[config.mk]
export PLATFORM = sky130hd
export DESIGN_NAME = switch_debounce
export DESIGN_NICKNAME = d
export VERILOG_FILES = /design/src/rtl/switch_debounce.sv
export SDC_FILE = /design/constraint.sdc
export NUM_CORES = 1
export LEC_CHECK = 0
export CAP_MARGIN = 20
export CORE_MARGIN = 2
export CORE_UTILIZATION = 51
export CTS_CLUSTER_DIAMETER = 120
export DETAILED_ROUTE_END_ITERATION = 8
export PLACE_DENSITY = 0.75
export SLEW_MARGIN = 40
export SYNTH_ARGS = -nofsm -noshare
export SYNTH_HDL_FRONTEND = slang
export SYNTH_SLANG_ARGS = --single-unit
[constraint.sdc]
create_clock -name clk -period 3.6 [get_ports clk]
set_input_delay 0.9 -clock clk [delete_from_list [all_inputs] [get_ports clk]]
set_output_delay 0.9 -clock clk [all_outputs]
set_load 0.005 [all_outputs]
[src/rtl/switch_debounce.sv]
// Two-flop synchronizer, per-bit stability debounce and a registered summary
// (highest set index, non-zero, one-hot) of the debounced switch word.
module switch_debounce #(
  parameter int WIDTH         = 16,
  parameter int STABLE_CYCLES = 4
) (
  input  logic             clk,
  input  logic             rst,
  input  logic [WIDTH-1:0] SW,
  output logic [WIDTH-1:0] LED,
  output logic             sw_changed,
  output logic [3:0]       sw_index,
  output logic             sw_nonzero,
  output logic             sw_onehot
);

  localparam int            CW       = $clog2(STABLE_CYCLES + 1);
  localparam logic [CW-1:0] CNT_LAST = CW'(STABLE_CYCLES - 1);

  logic [WIDTH-1:0] r_s1;
  logic [WIDTH-1:0] r_s2;
  logic [WIDTH-1:0] r_led;
  logic [CW-1:0]    r_cnt [WIDTH];
  logic             r_changed;
  logic [3:0]       r_index;
  logic             r_nonzero;
  logic             r_onehot;

  logic [CW-1:0]    w_cnt_next [WIDTH];
  logic [WIDTH-1:0] w_led_next;
  logic [3:0]       w_index;
  logic             w_nonzero;
  logic             w_onehot;

  // A bit flips only after STABLE_CYCLES consecutive edges of disagreement;
  // any agreement in between drops the count back to zero.
  always_comb begin
    w_led_next = r_led;
    for (int i = 0; i < WIDTH; i++) begin
      w_cnt_next[i] = '0;
      if (r_s2[i] != r_led[i]) begin
        if (r_cnt[i] == CNT_LAST) begin
          w_led_next[i] = r_s2[i];
        end else begin
          w_cnt_next[i] = r_cnt[i] + 1'b1;
        end
      end
    end
  end

  // Summary is decoded from the next LED value so it lands on the same edge.
  always_comb begin
    w_index = 4'd0;
    for (int i = 0; i < WIDTH; i++) begin
      if (w_led_next[i]) begin
        w_index = i[3:0];
      end
    end
    w_nonzero = |w_led_next;
    w_onehot  = w_nonzero && ((w_led_next & (w_led_next - WIDTH'(1))) == '0);
  end

  always_ff @(posedge clk or posedge rst) begin
    if (rst) begin
      r_s1      <= '0;
      r_s2      <= '0;
      r_led     <= '0;
      r_changed <= 1'b0;
      r_index   <= 4'd0;
      r_nonzero <= 1'b0;
      r_onehot  <= 1'b0;
      for (int i = 0; i < WIDTH; i++) begin
        r_cnt[i] <= '0;
      end
    end else begin
      r_s1      <= SW;
      r_s2      <= r_s1;
      r_led     <= w_led_next;
      r_changed <= (w_led_next != r_led);
      r_index   <= w_index;
      r_nonzero <= w_nonzero;
      r_onehot  <= w_onehot;
      for (int i = 0; i < WIDTH; i++) begin
        r_cnt[i] <= w_cnt_next[i];
      end
    end
  end

  // Level outputs, no handshake: consumers may sample LED at any time.
  assign LED        = r_led;
  assign sw_changed = r_changed;
  assign sw_index   = r_index;
  assign sw_nonzero = r_nonzero;
  assign sw_onehot  = r_onehot;

endmodule

After elaboration in Yosys (flattened, before gate mapping)
Cells that the tools add are included. Widths: inputs -> output; s select.

$add $sub $neg: 17. Equality and inequality tests: 33. Muxes and demuxes: 79. Bitwise gates (word level): 1. Reduce and logical (&&, ||, !) cells: 3.

Operator list (number): $mux 3 (32); $mux 4 (14); $add 3x1->3 const B (16); $eq 3x2->1 const B (16); $mux 1 (33); $and 16x16->16 (1); $logic_not 16->1 (1); $ne 1x1->1 (16); $ne 16x16->1 (1); $reduce_or 16->1 (1); $sub 16x1->16 const B (1); $logic_and 1x1->1 (1).

Register bits: 103. Bits of input ports: 18. Output and inout bits: 23. Logic and storage cells: 156.

Longest topological paths before layout
Gate-level depths: netlist of run 1.

Depth in word-level cells: 18. Mapped depth: 8. Gate-level depth less buffers: 8.

Worst setup path after synthesis of run 1
No wires, ideal clock.

Path type: flip-flop to flip-flop. Start: reg r_cnt[42] in the netlist's numbering. End: reg r_onehot (netlist: sw_onehot). Setup time: 0.128 ns. Arrival time: 1.990 ns. Data required time: 3.472 ns. Slack: 1.482 ns. Cell stages (with the launch flop): 8. Path buffers: 0. Period minus slack after synthesis: 2.118 ns. Cell sequence: dfrtp_1 -> ha_1 -> nand2b_4 -> mux2_4 -> or3_4 -> o41a_1 -> o21ai_1 -> a211oi_2.

Cells in the longest elaborated chain, start to end: 7. Elaborated cells between the ends (all ways): 8. Those cells by class: 1 x add/sub; 1 x eq/ne; 2 x mux; 1 x bitwise; 3 x reduce/logical.

RTL lines: from (decl) (line 23) `logic [CW-1:0] r_cnt [WIDTH];`; from (signal, indexed assignment) (line 84) `r_cnt[i] <= w_cnt_next[i];`; $eq 3x2->1 (*) (line 42) `if (r_cnt[i] == CNT_LAST) begin`; $mux 1 (*) (line 42); $mux 1 (*) (line 41) `if (r_s2[i] != r_led[i]) begin`; via w_led_next[1] (line 30) `logic [WIDTH-1:0] w_led_next;`; $sub 16x1->16 (line 60) `w_onehot = w_nonzero && ((w_led_next & (w_led_next - WIDTH'(1))) == '0);`; $and 16x16->16 (line 60); $logic_not 16->1 (line 60); $logic_and 1x1->1 (*) (line 60); via w_onehot (line 33) `logic w_onehot;`; to (signal assigned) (line 82) `r_onehot <= w_onehot;`; to (decl) (line 27) `logic r_onehot;`.

The timed path passes the listed nets; every way through them passes the cells marked *.

Final worst setup path of run 1
Start: reg r_led[8] (netlist: LED[8]). End: out LED[8].

RTL lines: from (decl) (line 22) `logic [WIDTH-1:0] r_led;`; from (signal assigned) (line 78) `r_led <= w_led_next;`; to (decl) (line 10) `output logic [WIDTH-1:0] LED,`.

No word-level cell between the ends.

==> results of run 1 <==
[cell usage in the layout (no fill, tap or decap), drive strengths merged, types with 8 or more instances in the layout]
| master | instances |
|---|---|
| dfrtp | 103 |
| clkdlybuf4s50 | 40 |
| nor3b | 21 |
| nand2 | 17 |
| xnor2 | 16 |
| nor2 | 16 |
| ha | 16 |
| nand2b | 16 |
| clkbuf | 11 |
| inv | 11 |
| xor2 | 10 |
| and3 | 10 |
| mux2i | 10 |
| o22ai | 8 |
[area by class of cell]
cell class / instances / area share [%]
clock inverters: 5 / 1.14
flip-flops and latches: 103 / 52.2
repair buffers: 43 / 9.48
inverters: 12 / 1.01
well taps: 102 / 2.58
multi-input cells: 189 / 30.7
clock buffers: 11 / 2.86
[metal layers]
| metal | GRT usage (%) | vias to the layer above | share of wire, % |
|---|---|---|---|
| met5 | 0 | - | 0 |
| met4 | 3.99 | 0 | 0.68 |
| met3 | 5.06 | 8 | 3.9 |
| met2 | 28.6 | 44 | 51 |
| met1 | 22.4 | 1185 | 45 |
| li1 | - | 1164 | - |
[power by group through the flow]
| stage | combinational [uW] | clock [uW] | sequential [uW] |
|---|---|---|---|
| after detailed placement | 1400 | 0 | 1670 |
| after global placement | 1370 | 0 | 1660 |
| after global routing | 1580 | 785 | 1690 |
| after floorplan | 923 | 0 | 1640 |
| final | 1400 | 710 | 1640 |
| after CTS | 1410 | 735 | 1650 |
[sequential cells by signal, indices dropped and copies added (netlist names)]
| name | flops |
|---|---|
| r_cnt | 48 |
| LED | 16 |
| r_s1 | 16 |
| r_s2 | 16 |
| sw_index | 4 |
| sw_changed | 1 |
| sw_nonzero | 1 |
| sw_onehot | 1 |
[metrics by stage]
stage	total power, uW	area [um^2]
finish	3750	4940
global route	4050	4940
CTS	3790	4910
detailed placement	3070	4710
global placement	3030	4710
floorplan	2560	4150
[cells by family after synthesis]
family,after synthesis
AND/OR/NAND/NOR,104
flip-flops,103
AO/OA/AOI/OAI,27
XOR/XNOR,26
multiplexers,16
adder cells (fa/ha/maj),16
buffers and inverters,12
[final timing paths]
path / startpoint / end / slack (ns) / depth (start not counted)
worst max-delay path: LED[8] / LED[8] / 1.31 / 1
worst min-delay path: r_s1[15] / r_s2[15] / 0.35 / 0
worst max register to register: r_cnt[39] / sw_onehot / 1.38 / 8
worst min register to register: r_s1[15] / r_s2[15] / 0.35 / 0
max in group asynchronous: rst / r_cnt[45] / 2.26 / 3
min in group asynchronous: rst / r_cnt[24] / 0.87 / 2
==> flow_metrics.py, run 1 <==
metrics = {
    "outcome": {
        "run_status": "complete, no violations",
    },
    "synthesis": {
        "synth_top_family_by_area": "simple AND/OR/NAND/NOR gates",
        "seq_area_frac_synth_pct": 62.2,
        "synth.cell_area_mm2": 0.00414,
        "synth-xor-area-share_pct": 5.50,
        "synth_cell_types": 45,
        "post_synth.cell_area_avg_um2": 13.6,
        "post_synth_inst_count": 304,
        "post_synth_mux_area_share_pct": 5.59,
        "primary_flip_flop_cell_chosen_by_synthesis_mapping": "sky130_fd_sc_hd__dfrtp_1",
        "synth.cells.most_frequent": "103 x sky130_fd_sc_hd__dfrtp_1, 21 x sky130_fd_sc_hd__nor3b_1, 17 x sky130_fd_sc_hd__nand2_1",
        "share_of_synthesized_cell_area_in_full_adder_half_adder_and_majority_cells_pct": 4.83,
        "synthesized_nets": 338,
        "synth_edf_count": 0,
        "synth.ff_latch_count": 103,
        "netlist_top_cells_area": "sky130_fd_sc_hd__dfrtp_1 62%, sky130_fd_sc_hd__ha_1 4.8%, sky130_fd_sc_hd__nor3b_1 3.8%",
        "yosysMostFrequentCell": "sky130_fd_sc_hd__dfrtp_1",
        "synth_warnings": 0,
        "synth.top_cell.area_share_pct": 62.2,
        "synthArstFlopShare_pct": 100,
        "synth_simple_gate_area_share_pct": 15.6,
        "synth_compound_gate_area_share_pct": 5.08,
        "synth_area_leader_cell": "sky130_fd_sc_hd__dfrtp_1",
    },
    "timing": {
        "report.final.hold_viol_count": 0,
        "achievable-frequency_ghz": 0.438,
        "worst-slew-pin-transition_ns": 0.425,
        "period_minus_slack_ns": 2.29,
        "slew-limit-headroom_pct": 70.8,
        "layout_setup_ws_ns": 1.31,
        "rsz_0062_raised_after_global_routing": "false",
        "fin_hold_ws_ns": 0.352,
        "timing.final.crit_share_pct": 63.5,
        "clock-skew-final_ns": 0.00882,
        "setup_total_negative_slack_ns": 0,
        "setup-violations-final": 0,
        "finalMaxSlewViolations": 0,
    },
    "final_layout": {
        "nets": 392,
        "layoutNonFillerInstCount": 465,
        "num_antenna_cells": 0,
        "layout-drive-gt1-share_pct": 12.7,
        "final_util_pct": 63.3,
        "num-fill-cells": 593,
        "synthesis_to_finish_area_growth_pct": 19.2,
        "multi_input_gate_area_in_the_final_layout_mm2": 0.00152,
        "seq_area_mm2": 0.00258,
    },
    "global_route": {
        "grt-ovfl-total": 0,
        "grt_first_pass_wirelength_um": 11700,
        "grt_start_max_net_pins": 37,
        "groute.usage.overall_pct": 17.2,
        "number_of_antenna_violations_at_the_first_check_in_global_routing": 0,
        "grt_pass1_vias": 2532,
    },
    "floorplanning": {
        "core.rowCount": 32,
        "fp.coreArea_mm2": 0.00781,
        "io_pins": 41,
        "floorplan.die.height_um": 94.1,
        "initial_core_util_pct": 53.0,
        "die_area_mm2": 0.00886,
        "die_w_um": 94.1,
    },
    "clock_network": {
        "insertion_delay_ns": 0.36,
        "clk_pin_slew_worst_paths_ns": 0.09,
        "clock_sinks": 103,
        "clockBufferDepth": 2,
        "cts_max_level": 3,
        "post_cts_resized": 0,
        "tritoncts.num_buffers": 9,
        "cts_tree": "built",
        "post_cts.repair.setup_buffers": 0,
        "cts-hold-fix-buffers": 0,
        "ctsRootBufferMaster": "sky130_fd_sc_hd__clkbuf_8",
    },
    "run": {
        "max_cap_violations": 0,
    },
    "setup_path": {
        "critical_path.n_buffers_inverters": 1,
        "timing.critical_path.slowest_cell_delay_ns": 0.56,
        "worst-endpoint-required_ns": 2.70,
        "timing.critical_path.cells": "clkdlybuf4s50_1",
        "cp_max_fo": 4,
        "cp_data_arrival_time_ns": 1.39,
        "path_class": "flip-flop to output port",
        "timing.critical_path.from_type": "flip-flop",
        "cpLargestDelayFamily": "buffers and inverters",
        "worst_path_max_delay_cell": "sky130_fd_sc_hd__clkdlybuf4s50_1",
        "timing.critical_path.to_type": "output port",
    },
    "routing": {
        "route.final.wire_length_um": 6770,
        "num_vias": 2401,
        "drt-initial-drc-count": 95,
        "post_drt_via_cell_ratio": 5.16,
        "drt-pass1-iter-count": 4,
        "drt-wirelength-per-cell_um": 14.6,
        "remaining_antenna_violation_count": 0,
        "detail_route.drc_violations": 0,
    },
    "power": {
        "cellLeakagePower_uw": 0.00224,
        "power_density_mw_per_mm2": 760,
        "p_int_uw": 2460,
        "irDropWorstVdd_v": 0.000506,
        "power.sequential.fraction_pct": 43.8,
        "pwr-share-clk_pct": 18.9,
        "gate_power_share_pct": 37.3,
        "power.share.switching_pct": 34.3,
        "power.net_switching_uw": 1290,
    },
    "place": {
        "hpwlAfterDp_um": 5010,
        "dp_cells": 448,
        "gp_congestion": 0.813,
        "dpl_worst_slack_ns": 1.40,
        "io_buffer_count": 40,
    },
    "worst_hold_path": {
        "worstHoldPathType": "flip-flop to flip-flop",
    },
}
No activity file was read; power rests on OpenSTA's default activity.
==> run 2, diff against run 1 <==
Settings changed: CORE_UTILIZATION 51 to 56, PLACE_DENSITY 0.75 to 0.79.
Clock period 3.6 ns to 2.35 ns, I/O delays scaled along.
==> run 2 against run 1 <==
Effect of this change:
- sequential share of layout area down 0.15 points
- via count is 2.6% higher
- critical path type is now flip-flop to flip-flop
- combinational power grew 62%
==> flow_metrics.py, run 2 (synthesis gave the netlist of run 1 again) <==
metrics = {
    "place": {
        "hpwlAfterDp_um": 5060,
        "io_buffer_count": 40,
        "dp_cells": 446,
        "placed_cell_area_mm2": 0.00470,
        "gp_congestion": 0.927,
    },
    "global_route": {
        "grt_pass1_vias": 2605,
        "groute.usage.overall_pct": 19.4,
        "grt_first_pass_wirelength_um": 12400,
        "grt_start_max_net_pins": 104,
        "grt-ovfl-total": 0,
        "number_of_antenna_violations_at_the_first_check_in_global_routing": 0,
    },
    "routing": {
        "route.final.wire_length_um": 7290,
        "drt-wirelength-per-cell_um": 15.8,
        "remaining_antenna_violation_count": 0,
        "detail_route.drc_violations": 0,
        "drt-initial-drc-count": 184,
        "post_drt_via_cell_ratio": 5.33,
        "drt-pass1-iter-count": 7,
        "num_vias": 2464,
    },
    "floorplanning": {
        "fp.coreArea_mm2": 0.00721,
        "die_area_mm2": 0.00810,
        "floorplan.die.height_um": 90.0,
        "initial_core_util_pct": 57.4,
        "core.rowCount": 31,
        "io_pins": 41,
        "die_w_um": 90.0,
    },
    "timing": {
        "achievable-frequency_ghz": 0.445,
        "report.final.hold_viol_count": 0,
        "finalMaxSlewViolations": 0,
        "timing.final.crit_share_pct": 95.7,
        "clock-skew-final_ns": 0.00822,
        "setup-violations-final": 0,
        "period_minus_slack_ns": 2.25,
        "rsz_0062_raised_after_global_routing": "false",
        "slew-limit-headroom_pct": 66.0,
        "setup_total_negative_slack_ns": 0,
        "worst-slew-pin-transition_ns": 0.510,
    },
    "final_layout": {
        "num_antenna_cells": 0,
        "final_design_area_no_fill_mm2": 0.00495,
        "most-common-layout-cells": "103 x sky130_fd_sc_hd__dfrtp_1, 40 x sky130_fd_sc_hd__clkdlybuf4s50_1, 21 x sky130_fd_sc_hd__nor3b_1",
        "synthesis_to_finish_area_growth_pct": 19.6,
        "final_common_cell": "sky130_fd_sc_hd__dfrtp_1",
        "nets": 392,
        "layoutNonFillerInstCount": 462,
        "num-fill-cells": 549,
        "largest_register_ffs": 48,
        "top_register": "r_cnt",
        "layout-drive-gt1-share_pct": 13.2,
    },
    "setup_path": {
        "timing.critical_path.from_type": "flip-flop",
        "r2r_setup_slack_ns": 0.10,
        "worst_r2r_startpoint": "r_cnt[42]",
        "crit_path_end": "sw_onehot",
        "cp_data_arrival_time_ns": 2.50,
        "launch_point_of_the_critical_path": "r_cnt[42]",
        "worst-endpoint-required_ns": 2.60,
        "cp_max_fo": 5,
        "timing.reg2reg.worst_path_depth": 7,
        "path_class": "flip-flop to flip-flop",
        "timing.rr.end": "sw_onehot",
        "timing.critical_path.to_type": "flip-flop",
    },
    "worst_hold_path": {
        "worstHoldPathType": "flip-flop to flip-flop",
        "timing.hold.worst.start": "r_s1[0]",
    },
    "clock_network": {
        "post_cts.repair.setup_buffers": 0,
        "ctsRootBufferMaster": "sky130_fd_sc_hd__clkbuf_8",
        "cts_max_level": 3,
        "clock_sinks": 103,
        "clockBufferDepth": 2,
        "clk_pin_slew_worst_paths_ns": 0.09,
        "cts_tree": "built",
        "tritoncts.num_buffers": 9,
        "insertion_delay_ns": 0.36,
    },
    "power": {
        "total_power_uw": 6020,
        "power_density_mw_per_mm2": 1210,
        "irDropWorstVdd_v": 0.000671,
        "cellLeakagePower_uw": 0.00224,
    },
    "run": {
        "max_cap_violations": 0,
    },
    "outcome": {
        "run_status": "complete, no violations",
    },
}
==> run 2: layer usage <==
metal	vias to the layer above	track usage, %	part of all wire (%)
met5	-	0	0
met4	0	7.18	1.1
met3	9	4.02	3.8
met2	58	33.3	51
met1	1239	24.7	44
li1	1158	-	-
==> run 2: worst min-delay path by stage <==
stage	to	cells past startpoint
2_1_floorplan	r_s2[0]	0
3_3_place_gp	r_s2[1]	0
3_5_place_dp	r_s2[0]	0
4_1_cts	r_s2[0]	0
5_1_grt	r_s2[0]	0
6_report	r_s2[0]	0
==> run 2: timing repair <==
| action | in CTS | in global routing |
|---|---|---|
| hold buffers | 0 | 0 |
| resized for setup | 0 | 5 |
| endpoints found under the hold margin | 0 | 0 |
| endpoints found under the setup margin | 0 | 2 |
==> run 2: layout make-up <==
type                       count  area [um^2]  area share, %
clock buffer                  13          159           3.21
clock inverter                 3         65.1           1.31
inverter                      12         50.0           1.01
multi-input combinational    189         1540           31.1
sequential                   103         2580           52.0
tap                           99          124           2.50
timing repair buffer          43          435           8.79
==> run 2: power by group <==
| group | switching (uW) | internal (uW) | leakage [uW] |
|---|---|---|---|
| logic | 1170 | 1100 | 0.000851 |
| clock network | 554 | 658 | 0.000114 |
| registers | 337 | 2190 | 0.00128 |
==> run 2: per-stage QoR <==
stage,worst slack [ns],hold WS [ns],util [%]
floorplan,0.232,0.331,-
global placement,0.177,0.333,65.2
detailed placement,0.122,0.336,65.2
CTS,0.0982,0.349,68.3
global route,0.0346,0.356,68.6
finish,0.100,0.348,68.6
==> run 2: critical path, stage by stage (launching register included) <==
cell and delay, ns:
sky130_fd_sc_hd__dfrtp_1 0.40, sky130_fd_sc_hd__ha_1 0.25, sky130_fd_sc_hd__nand2b_4 0.09, sky130_fd_sc_hd__mux2_4 0.34
sky130_fd_sc_hd__or3_4 0.44, sky130_fd_sc_hd__o41a_1 0.39, sky130_fd_sc_hd__o21ai_2 0.16, sky130_fd_sc_hd__a211oi_2 0.08
